==> config.mk <==
export PLATFORM = sky130hd
export DESIGN_NAME = uart_rx_deserializer_flat
export DESIGN_NICKNAME = d
export VERILOG_FILES = /design/src/rtl/uart_rx_deserializer_if.sv /design/src/rtl/uart_rx_deserializer.sv /design/src/flat_wrapper.sv
export SDC_FILE = /design/constraint.sdc
export NUM_CORES = 1
export LEC_CHECK = 0
export ABC_AREA = 1
export CAP_MARGIN = 30
export CORE_UTILIZATION = 31
export CTS_BUF_LIST = sky130_fd_sc_hd__clkbuf_2 sky130_fd_sc_hd__clkbuf_4 sky130_fd_sc_hd__clkbuf_8
export CTS_CLUSTER_DIAMETER = 30
export DETAILED_ROUTE_END_ITERATION = 8
export HOLD_SLACK_MARGIN = 0.15
export SLEW_MARGIN = 20
export SYNTH_ARGS = -nofsm -noshare
export SYNTH_HDL_FRONTEND = slang
export SYNTH_SLANG_ARGS = --single-unit
==> constraint.sdc <==
create_clock -name UCLK -period 4.48 [get_ports UCLK]
set_clock_uncertainty 0.2 [all_clocks]
set_input_delay 0.896 -clock UCLK [delete_from_list [all_inputs] [get_ports UCLK]]
set_output_delay 0.896 -clock UCLK [all_outputs]
set_load 0.02 [all_outputs]
==> src/rtl/uart_rx_deserializer_if.sv <==
// Parallel output side of the UART receiver: received word plus its
// one-cycle update strobe and error flags.
interface uart_rx_deserializer_if #(
  parameter int DATA_WIDTH = 8
);
  logic [DATA_WIDTH-1:0] rx_data;
  logic                  rx_valid;
  logic                  parity_error;
  logic                  framing_error;

  // rx_valid is a strobe with no ready: the consumer must take the word
  // in the single cycle rx_valid is high; data and flags then hold.
  modport master (
    output rx_data,
    output rx_valid,
    output parity_error,
    output framing_error
  );

  modport slave (
    input rx_data,
    input rx_valid,
    input parity_error,
    input framing_error
  );
endinterface

==> src/rtl/uart_rx_deserializer.sv <==
// UART receiver: oversampled start-bit qualification, LSB-first data shift,
// optional parity check and stop-bit check, registered word/flag outputs.
module uart_rx_deserializer #(
  parameter int DATA_WIDTH = 8,
  parameter int OVERSAMPLE = 16
) (
  input  logic                     UCLK,
  input  logic                     reset,
  input  logic                     sample_tick,
  input  logic                     rx_en,
  input  logic                     parity_en,
  input  logic                     parity_odd,
  input  logic                     rx_serial,
  output logic                     rx_busy,
  output logic [2:0]               state_dbg_o,
  uart_rx_deserializer_if.master   rx_if
);

  localparam int TW = $clog2(OVERSAMPLE);
  localparam int BW = $clog2(DATA_WIDTH + 1);
  localparam logic [TW-1:0] HALF_M1  = TW'(OVERSAMPLE / 2 - 1);
  localparam logic [TW-1:0] LAST     = TW'(OVERSAMPLE - 1);
  localparam logic [BW-1:0] LAST_BIT = BW'(DATA_WIDTH - 1);

  typedef enum logic [2:0] {
    IDLE   = 3'd0,
    START  = 3'd1,
    DATA   = 3'd2,
    PARITY = 3'd3,
    STOP   = 3'd4
  } state_t;

  state_t                state_q;
  logic                  rx_meta_q;
  logic                  rx_s_q;
  logic [TW-1:0]         tick_cnt_q;
  logic [BW-1:0]         bit_cnt_q;
  logic [DATA_WIDTH-1:0] shift_q;
  logic [DATA_WIDTH-1:0] shift_d;
  logic                  par_en_q;
  logic                  par_odd_q;
  logic                  par_err_q;
  logic                  par_err_d;
  logic [DATA_WIDTH-1:0] data_q;
  logic                  valid_q;
  logic                  perr_q;
  logic                  ferr_q;

  // Synchronizer idles at 1 so a reset never looks like a start bit.
  always_ff @(posedge UCLK or negedge reset) begin
    if (!reset) begin
      rx_meta_q <= 1'b1;
      rx_s_q    <= 1'b1;
    end else begin
      rx_meta_q <= rx_serial;
      rx_s_q    <= rx_meta_q;
    end
  end

  assign shift_d   = {rx_s_q, shift_q[DATA_WIDTH-1:1]};
  assign par_err_d = ((^shift_q) ^ rx_s_q) != par_odd_q;

  always_ff @(posedge UCLK or negedge reset) begin
    if (!reset) begin
      state_q    <= IDLE;
      tick_cnt_q <= '0;
      bit_cnt_q  <= '0;
      shift_q    <= '0;
      par_en_q   <= 1'b0;
      par_odd_q  <= 1'b0;
      par_err_q  <= 1'b0;
      data_q     <= '0;
      valid_q    <= 1'b0;
      perr_q     <= 1'b0;
      ferr_q     <= 1'b0;
    end else begin
      valid_q <= 1'b0;
      if (!rx_en) begin
        state_q <= IDLE;
      end else if (sample_tick) begin
        case (state_q)
          IDLE: begin
            if (!rx_s_q) begin
              state_q    <= START;
              tick_cnt_q <= '0;
              par_en_q   <= parity_en;
              par_odd_q  <= parity_odd;
              par_err_q  <= 1'b0;
            end
          end
          START: begin
            if (tick_cnt_q == HALF_M1) begin
              tick_cnt_q <= '0;
              bit_cnt_q  <= '0;
              state_q    <= rx_s_q ? IDLE : DATA;
            end else begin
              tick_cnt_q <= tick_cnt_q + 1'b1;
            end
          end
          DATA: begin
            if (tick_cnt_q == LAST) begin
              tick_cnt_q <= '0;
              shift_q    <= shift_d;
              bit_cnt_q  <= bit_cnt_q + 1'b1;
              if (bit_cnt_q == LAST_BIT) begin
                state_q <= par_en_q ? PARITY : STOP;
              end
            end else begin
              tick_cnt_q <= tick_cnt_q + 1'b1;
            end
          end
          PARITY: begin
            if (tick_cnt_q == LAST) begin
              tick_cnt_q <= '0;
              par_err_q  <= par_err_d;
              state_q    <= STOP;
            end else begin
              tick_cnt_q <= tick_cnt_q + 1'b1;
            end
          end
          STOP: begin
            // Word is delivered even when a flag is set.
            if (tick_cnt_q == LAST) begin
              tick_cnt_q <= '0;
              data_q     <= shift_q;
              perr_q     <= par_en_q & par_err_q;
              ferr_q     <= ~rx_s_q;
              valid_q    <= 1'b1;
              state_q    <= IDLE;
            end else begin
              tick_cnt_q <= tick_cnt_q + 1'b1;
            end
          end
          default: state_q <= IDLE;
        endcase
      end
    end
  end

  assign rx_busy             = (state_q != IDLE);
  assign state_dbg_o         = state_q;
  assign rx_if.rx_data       = data_q;
  assign rx_if.rx_valid      = valid_q;
  assign rx_if.parity_error  = perr_q;
  assign rx_if.framing_error = ferr_q;

endmodule

==> src/flat_wrapper.sv <==
// flat-port wrapper written by rule: the top's interface ports become plain ports
module uart_rx_deserializer_flat 
#(
  parameter int DATA_WIDTH = 8,
  parameter int OVERSAMPLE = 16
)
  (UCLK, reset, sample_tick, rx_en, parity_en, parity_odd, rx_serial, rx_busy, state_dbg_o, rx_if_rx_data, rx_if_rx_valid, rx_if_parity_error, rx_if_framing_error);
  uart_rx_deserializer_if #(.DATA_WIDTH(DATA_WIDTH)) rx_if_i ();
  input  logic UCLK;
  input  logic reset;
  input  logic sample_tick;
  input  logic rx_en;
  input  logic parity_en;
  input  logic parity_odd;
  input  logic rx_serial;
  output logic rx_busy;
  output logic [2:0] state_dbg_o;
  output wire logic [$bits(rx_if_i.rx_data)-1:0] rx_if_rx_data;
  output wire logic [$bits(rx_if_i.rx_valid)-1:0] rx_if_rx_valid;
  output wire logic [$bits(rx_if_i.parity_error)-1:0] rx_if_parity_error;
  output wire logic [$bits(rx_if_i.framing_error)-1:0] rx_if_framing_error;
  assign rx_if_rx_data = rx_if_i.rx_data;
  assign rx_if_rx_valid = rx_if_i.rx_valid;
  assign rx_if_parity_error = rx_if_i.parity_error;
  assign rx_if_framing_error = rx_if_i.framing_error;
  uart_rx_deserializer #(.DATA_WIDTH(DATA_WIDTH), .OVERSAMPLE(OVERSAMPLE)) u_core (.UCLK(UCLK), .reset(reset), .sample_tick(sample_tick), .rx_en(rx_en), .parity_en(parity_en), .parity_odd(parity_odd), .rx_serial(rx_serial), .rx_busy(rx_busy), .state_dbg_o(state_dbg_o), .rx_if(rx_if_i));
endmodule
# ---- After elaboration in Yosys (flattened, before gate mapping)
# Index checks and enable logic that the tools add are counted.
dict set report op_classes {
  bitwise_logic 3
  n_mux 25
  n_eq_ne 19
  reduce_logical 14
  n_addsub 2
}
# operator n
set op_table {}
lappend op_table {{3-bit 2-to-1 mux} 9}
lappend op_table {{4-bit 2-to-1 mux} 5}
lappend op_table {{4-bit AND reduction} 4}
lappend op_table {{3-bit by 2-bit inequality test with 1-bit output (second input constant)} 5}
lappend op_table {{3-bit one-hot mux with 5 select lines} 1}
lappend op_table {{4-bit one-hot mux with 3 select lines} 1}
lappend op_table {{5-bit AND reduction} 2}
lappend op_table {{4-bit by 1-bit adder with 4-bit output (second input constant)} 2}
lappend op_table {{4-bit by 3-bit equality test with 1-bit output (second input constant)} 2}
lappend op_table {{4-bit one-hot mux with 2 select lines} 1}
lappend op_table {{8-bit parity} 1}
lappend op_table {{7-bit AND reduction} 1}
lappend op_table {{3-bit by 2-bit equality test with 1-bit output (second input constant)} 2}
lappend op_table {{1-bit 2-to-1 mux} 6}
lappend op_table {{2-bit by 1-bit inequality test with 1-bit output (second input constant)} 3}
lappend op_table {{3-bit nonzero test} 2}
lappend op_table {{4-bit equality test (second input constant)} 1}
lappend op_table {{2-bit inequality test (second input constant)} 2}
lappend op_table {{2-bit nonzero test} 2}
lappend op_table {{3-bit by 1-bit equality test with 1-bit output (second input constant)} 1}
lappend op_table {{3-bit equality test (second input constant)} 1}
lappend op_table {{3-bit zero test} 1}
lappend op_table {{3-bit inequality test (second input constant)} 1}
lappend op_table {{3-bit OR reduction} 1}
lappend op_table {{other kinds (6)} 6}
dict set report totals {
  register_bits 35
}

# ---- Depth between registers and ports, before layout
# Gate-level depths: netlist of run 1.
dict set report depth {
  depth_word 6
  ltp_mapped 11
  mapped_depth_nobuf 11
}

# ---- Worst setup path before layout of run 1
# OpenSTA, ideal clock, no wires.
dict set report synth_timing {
  kind {register to output}
  from {register u_core.state_q[0], in the netlist u_core.state_dbg_o[0]}
  to {output port rx_busy}
  arrival_time_ns 1.019
  slack_ns 2.365
  stages_incl_launch_ff 5
  path_cell_list {dfrtp_1 > inv_1 > nand2_1 > nor2_2 > inv_1}
}
dict set report synth_between {
  elab_chain_cells 1
}
# item line_no
set synth_lines {}
lappend synth_lines {{from (decl)} uart_rx_deserializer.sv:33} ;# state_t state_q;
lappend synth_lines {{from (signal assigned)} uart_rx_deserializer.sv:95} ;# state_q <= rx_s_q ? IDLE : DATA;
lappend synth_lines {{from (signal assigned)} uart_rx_deserializer.sv:106} ;# state_q <= par_en_q ? PARITY : STOP;
lappend synth_lines {{3-bit nonzero test} uart_rx_deserializer.sv:140} ;# assign rx_busy = (state_q != IDLE);
lappend synth_lines {{to (decl)} flat_wrapper.sv:16} ;# output logic rx_busy;
# Every way passes these cells.

# ---- Final worst setup path of run 1
# Same ends and word-level chain as after synthesis.

==> results of run 1 <==
## layout make-up
type / count / area (sq um) / share of cell area
clock buffers: 6 / 82.6 / 0.0379
repair buffers: 22 / 218 / 0.0999
flip-flops and latches: 35 / 878 / 0.403
well taps: 72 / 90.1 / 0.0414
inverters: 26 / 97.6 / 0.0448
clock inverters: 2 / 16.3 / 0.00747
multi-input cells: 154 / 796 / 0.365
## kinds of logic (layout without fill, tap and decap cells)
family,count (synthesis),in the layout
adders and majority gates,2,2
and+or+nand+nor,118,118
xor gates and xnor gates,3,3
AOI/OAI and AO/OA,29,29
muxes,2,2
DFF,35,35
buffers and inverters,28,56
## power by group through the flow
| stage | registers, mW | logic [mW] | clock network [mW] |
|---|---|---|---|
| after CTS | 0.381 | 0.227 | 0.262 |
| after detailed placement | 0.387 | 0.225 | 0 |
| after global placement | 0.386 | 0.224 | 0 |
| after global routing | 0.385 | 0.254 | 0.269 |
| after floorplan | 0.392 | 0.143 | 0 |
| final | 0.380 | 0.225 | 0.248 |
## how the worst min path moves through the flow
stage / startpoint / end / slack, ns
floorplan: u_core.rx_meta_q / u_core.rx_s_q / 0.15
global placement: u_core.rx_meta_q / u_core.rx_s_q / 0.15
detailed placement: u_core.rx_meta_q / u_core.rx_s_q / 0.15
CTS: u_core.rx_meta_q / u_core.rx_s_q / 0.16
global route: u_core.rx_meta_q / u_core.rx_s_q / 0.17
finish: u_core.rx_meta_q / u_core.rx_s_q / 0.16
## layer usage
metal / share of wire / up-vias / global-route usage
li1: - / 744 / -
met1: 0.49 / 644 / 0.149
met2: 0.45 / 24 / 0.194
met3: 0.030 / 7 / 0.0221
met4: 0.027 / 0 / 0.0815
met5: 0 / - / 0
## flip-flops by register name (all words and copies together) (netlist names)
signal / count
u_core.par_en_q: 1
u_core.rx_s_q: 1
u_core.state_dbg_o: 3
u_core.rx_if.rx_valid: 1
u_core.rx_if.framing_error: 1
u_core.shift_q: 8
u_core.bit_cnt_q: 4
u_core.tick_cnt_q: 4
u_core.par_err_q: 1
u_core.rx_meta_q: 1
u_core.rx_if.parity_error: 1
u_core.rx_if.rx_data: 8
u_core.par_odd_q: 1
## cell usage after synthesis
library cell / n
nand2_1: 77
dfrtp_1: 33
inv_1: 23
nand3_1: 14
nor2_1: 12
o21ai_0: 10
o21ai_2: 9
a21oi_1: 4
o21ai_1: 4
inv_2: 3
nand2_2: 3
nand4_1: 3
nor2_2: 3
buf_6: 2
dfstp_2: 2
ha_1: 2
mux2_2: 2
nand3_2: 2
xnor2_1: 2
a21oi_2: 1
nand3b_1: 1
nand4_4: 1
nor3_4: 1
o31ai_2: 1
or2_2: 1
xor2_1: 1
## critical path, cell delays in order (launching register included)
cell	delay [ns]
dfrtp_1	0.42
inv_1	0.14
nand2_1	0.10
nor2_2	0.21
inv_1	0.12
clkdlybuf4s50_1	0.55
## through the flow
stage / power (mW) / instances / hold WS (ns) / setup slack [ns]
after floorplan: 0.535 / 217 / 0.145 / 2.37
after global placement: 0.610 / 309 / 0.146 / 1.81
after detailed placement: 0.612 / 309 / 0.153 / 1.80
after CTS: 0.869 / 317 / 0.164 / 1.55
after global routing: 0.908 / 317 / 0.167 / 1.43
final: 0.853 / 317 / 0.161 / 1.55
==> parameters.txt, run 1 <==
Parameter                              Value

Clocking
  H-tree levels    2
  Cell at the root of the clock tree    clkbuf_8
  Postcts setup bufs    0
  Maximum buffer depth of the clock tree    2
  Clock tree from TritonCTS    built
  TritonCTS Buffers    5
  Clock transition at path regs    0.08 ns
  Clock Sink Count    35
  Post-CTS Hold Buffers    0
  Cts repair resizes    0
  Clock latency on the worst-skew pair    0.29 ns

Logic synthesis
  Average cell area after synthesis    8.27 sq um
  Share of the yosys chip area belonging to registers    0.490
  Xor-xnor portion of the synthesized cell area    0.0146
  Mapped cell area    0.00179 sq mm
  Fraction of the mapped netlist area in compound gates    0.106
  Distinct cell type count after synthesis    26
  Cell type with the highest aggregate area in the netlist    dfrtp_1
  Fraction of post-synthesis cell area in the top cell type by area    0.460
  Number of flip-flops and latches in the synthesized netlist    35
  Multiplexer share of the synthesized area    0.0126
  Adder-cell share of the synthesized area    0.0139
  Area fraction in and, or, nand and nor cells after synthesis    0.296
  Top post-synthesis cells by area    dfrtp_1 46%, nand2_1 16%, inv_1 4.8%
  Dominant combinational cell family by area after synthesis    simple AND/OR/NAND/NOR gates
  Number of warning messages in the yosys log    0
  Number of instances in the synthesized netlist    217
  Mapped Nets    226

Timing
  Transition at the pin with the smallest max-transition slack    0.439 ns
  Final critical-path share of the clock period    0.655
  Number of hold-slack violations in the final timing report    0
  Setup TNS    0 ns
  Setup Viol. Count Final    0
  RSZ-0062 raised after global routing    false
  Worst slew margin    0.707
  Highest clock rate    0.341 GHz
  Final Max Tran Viols    0
  Shortest clock period the worst path allows after layout    2.93 ns

Power
  Worst ir drop on vdd    0.000163 V
  Power Dens Cells    392 mW/mm^2
  Combinational cell fraction of total power    0.263
  Sw Pwr    0.289 mW
  Leak Pwr    1.05 nW
  Sequential power share    0.446
  Internal    0.565 mW
  Proportion of total power due to net switching    0.338
  Clock Power Share    0.291

Global routing
  Number of global-route vias before repair    1,342
  GRT Util Overall    0.121
  Overflow left after global routing    0
  Number of antenna violations at the first check in global routing    0
  First-pass GRT wire length    5.76 mm
  Largest net degree at the start of global routing    36

Placed design
  Area post-placement    0.00208 sq mm
  Dpl hpwl    2.46 mm
  Routability-driven placement congestion ratio    0.762
  Count of port buffers added during placement    21

Routing
  Routed wire per std cell    10.6 um
  Iteration count of the initial detailed-routing pass    4
  Antenna Violating Nets Remaining    0
  Initial DRC Count    85
  Vias per inst    4.48
  Count of vias placed by the detailed router    1,419
  Final routed DRC violation total    0
  Routed wire length    3.37 mm

Cells and area
  Final core area utilization    0.393
  Net count reported at finish    253
  Proportion of layout cells with a drive suffix above 1    0.155
  Cell area after layout    0.00218 sq mm
  Most common cell after layout, fill and taps aside    nand2_1
  Number of inserted filler cells in the final layout    586
  Most frequent cells in the layout    77 x nand2_1, 33 x dfrtp_1, 23 x inv_1
  Area growth from synthesis to layout    21.4%
  Ant diodes    0

Worst setup path
  Startpoint of the worst register-to-register path    u_core.tick_cnt_q[0]
  Worst-case reg-to-reg path depth    8
  CP Data Arrival Time    1.84 ns
  Worst-path maximum fanout    5
  Setup crit start    u_core.state_dbg_o[0]
  Critical Path Source Type    flip-flop
  Path type of the worst setup path    reg -> out
  Endpoint of the most critical register-to-register path    u_core.rx_if.rx_data[5]
  Data required time of the critical path    3.38 ns
  R2R setup slack    2.67 ns
  Crit path capture type    primary output
  Capture point of the critical path    rx_busy

Floorplanning
  # rows    27
  Area of the core    0.00554 sq mm
  I/O pin count    22
  Die ar.    0.00610 sq mm
  Horizontal extent of the die    78.1 um
  Vertical die dimension    78.1 um
  Starting utilization of the core area    0.324

Worst hold path
  Worst hold stages    0
  Hold/Removal Path Class    reg -> reg

Run
  Maximum capacitance violations    0

Status
  Result of the run    completed
Power figures use the tool's default switching activity.
==> inputs of run 2 (changes only) <==
==> constraint.sdc (replaced) <==
create_clock -name UCLK -period 2.5 [get_ports UCLK]
set_clock_uncertainty 0.2 [all_clocks]
set_input_delay 0.5 -clock UCLK [delete_from_list [all_inputs] [get_ports UCLK]]
set_output_delay 0.5 -clock UCLK [all_outputs]
set_load 0.02 [all_outputs]
==> run 2 against run 1 <==
Core utilization is 0.45 points higher. Non-clock buffer count is 1 higher. Hold slack worse by 0.0030 ns. Combinational power rose by 85%. Setup slack worse by 1.2 ns. Global-route usage is 0.081 points higher. Power up 90%.
==> parameters.txt, run 2 (synthesis gave the netlist of run 1 again) <==
Parameter                              Value

Status
  Result of the run    completed

Clocking
  Clock Sink Count    35 (unchanged)
  Maximum buffer depth of the clock tree    2 (unchanged)
  Cts repair resizes    0 (unchanged)
  Clock tree from TritonCTS    built
  Cell at the root of the clock tree    clkbuf_8
  Clock transition at path regs    0.07 ns (about the same)
  Post-CTS Hold Buffers    0 (unchanged)
  Postcts setup bufs    0 (unchanged)
  H-tree levels    2 (unchanged)
  Clock latency on the worst-skew pair    0.29 ns (about the same)
  TritonCTS Buffers    5 (unchanged)

Worst setup path
  Top delay family on crit path    buffers and inverters
  Largest stage delay on the critical path    0.66 ns (+0.11 ns)
  Critical Path Source Type    flip-flop
  CP Data Arrival Time    1.44 ns (-0.40 ns)
  Worst-path maximum fanout    7 (+2)
  Slowest cell on the critical path    clkdlybuf4s50_1
  CP bufs+invs    1 (-2)
  Critical-path cell list    clkdlybuf4s50_1
  Path type of the worst setup path    reg -> out
  Startpoint of the worst register-to-register path    u_core.tick_cnt_q[0]
  Crit path capture type    primary output
  Data required time of the critical path    1.80 ns (-1.58 ns)
  Setup crit start    u_core.state_dbg_o[2]

Floorplanning
  Vertical die dimension    78.1 um (unchanged)
  Area of the core    0.00554 sq mm (unchanged)
  I/O pin count    22 (unchanged)
  # rows    27 (unchanged)
  Die ar.    0.00610 sq mm (unchanged)
  Horizontal extent of the die    78.1 um (unchanged)
  Starting utilization of the core area    0.324 (unchanged)

Cells and area
  Net count reported at finish    254 (+0.40%)
  Proportion of layout cells with a drive suffix above 1    0.159 (+0.00343)
  Final core area utilization    0.398 (+0.00452)
  Number of inserted filler cells in the final layout    563 (-3.9%)
  Most common cell after layout, fill and taps aside    nand2_1
  Ant diodes    0 (unchanged)
  Cell area after layout    0.00220 sq mm (+1.1%)
  Area growth from synthesis to layout    22.8%
  Most frequent cells in the layout    77 x nand2_1, 33 x dfrtp_1, 23 x inv_1

Routing
  Initial DRC Count    41 (-52%)
  Antenna Violating Nets Remaining    0 (unchanged)
  Routed wire per std cell    10.7 um (+0.90%)
  Routed wire length    3.41 mm (+1.2%)
  Count of vias placed by the detailed router    1,411 (-0.56%)
  Final routed DRC violation total    0 (unchanged)
  Vias per inst    4.44 (-0.88%)
  Iteration count of the initial detailed-routing pass    4 (unchanged)

Power
  Proportion of total power due to net switching    0.318 (-0.0207)
  Worst ir drop on vdd    0.000245 V (+51%)
  Combinational cell fraction of total power    0.257 (-0.006)
  Power Dens Cells    735 mW/mm^2 (+88%)
  Internal    1.11 mW (+96%)
  Sw Pwr    0.514 mW (+78%)
  Sequential power share    0.422 (-0.024)
  Clock Power Share    0.321 (+0.030)
  Leak Pwr    1.07 nW (+2.3%)

Placed design
  Area post-placement    0.00209 sq mm (+0.36%)
  Count of port buffers added during placement    21 (unchanged)
  Dpl hpwl    2.51 mm (+1.8%)
  Routability-driven placement congestion ratio    0.759 (-0.34%)

Global routing
  Overflow left after global routing    0 (unchanged)
  GRT Util Overall    0.122 (+0.000809)
  Number of global-route vias before repair    1,234 (-8.0%)
  First-pass GRT wire length    5.78 mm (+0.24%)
  Largest net degree at the start of global routing    36 (unchanged)
  Number of antenna violations at the first check in global routing    0 (unchanged)

Timing
  Setup TNS    0 ns (unchanged)
  Transition at the pin with the smallest max-transition slack    0.442 ns (+0.00317 ns)
  Worst slew margin    0.705 (-0.00212)
  Highest clock rate    0.467 GHz
  Shortest clock period the worst path allows after layout    2.14 ns
  Final Max Tran Viols    0 (unchanged)
  Final critical-path share of the clock period    0.857
  RSZ-0062 raised after global routing    false
  Setup Viol. Count Final    0 (unchanged)
  Number of hold-slack violations in the final timing report    0 (unchanged)

Worst hold path
  Hold Startpoint    u_core.rx_meta_q
  Hold/Removal Path Class    reg -> reg

Run
  Maximum capacitance violations    0 (unchanged)
run 2: cell count changes in the layout (fill, tap and decap cells not counted):
cell	before	now
clkinv_4	1	0
clkdlybuf4s50_1	21	20
clkbuf_8	6	5
buf_4	1	2
dlymetal6s2s_1	0	1
bufinv_16	0	1
clkbuf_4	0	1
run 2: area by class of cell:
cell class              count  area [sq um]  area share
inverters                  26          97.6      0.0443
clock inverters             2          37.5      0.0170
well taps                  72          90.1      0.0409
flip-flops and latches     35           878       0.399
clock buffers               6          76.3      0.0346
multi-input cells         154           796       0.361
repair buffers             23           228       0.103
run 2: worst paths after layout:
| kind | cells past startpoint | slack, ns | to |
|---|---|---|---|
| worst max register to register | 8 | 0.70 | u_core.bit_cnt_q[2] |
| worst max-delay path | 1 | 0.36 | state_dbg_o[2] |
| worst min register to register | 0 | 0.16 | u_core.rx_s_q |
| min in group asynchronous | 2 | 0.42 | u_core.shift_q[7] |
| max in group asynchronous | 2 | 1.34 | u_core.rx_s_q |
| worst min-delay path | 0 | 0.16 | u_core.rx_s_q |
run 2: per-stage QoR:
stage                     hold WS (ns)  cells  power (mW)  setup WS [ns]
after floorplan                0.00441    217       0.959          0.781
after global placement           0.145    310        1.11          0.283
after detailed placement         0.149    310        1.12          0.258
after CTS                        0.159    318        1.64         0.0806
after global routing             0.161    318        1.71          0.314
final                            0.158    318        1.62          0.357
run 2: metal layers:
metal	track usage	vias up	share of wire
met5	0	-	0
met4	0.0556	0	0.010
met3	0.0291	2	0.032
met2	0.188	19	0.47
met1	0.163	642	0.49
li1	-	748	-
run 2: power by group through the flow:
| stage | Combinational (mW) | Clock [mW] | Sequential [mW] |
|---|---|---|---|
| 2_1_floorplan | 0.256 | 0 | 0.703 |
| 3_3_place_gp | 0.417 | 0 | 0.692 |
| 3_5_place_dp | 0.421 | 0 | 0.695 |
| 4_1_cts | 0.424 | 0.530 | 0.686 |
| 5_1_grt | 0.464 | 0.553 | 0.693 |
| 6_report | 0.416 | 0.519 | 0.684 |
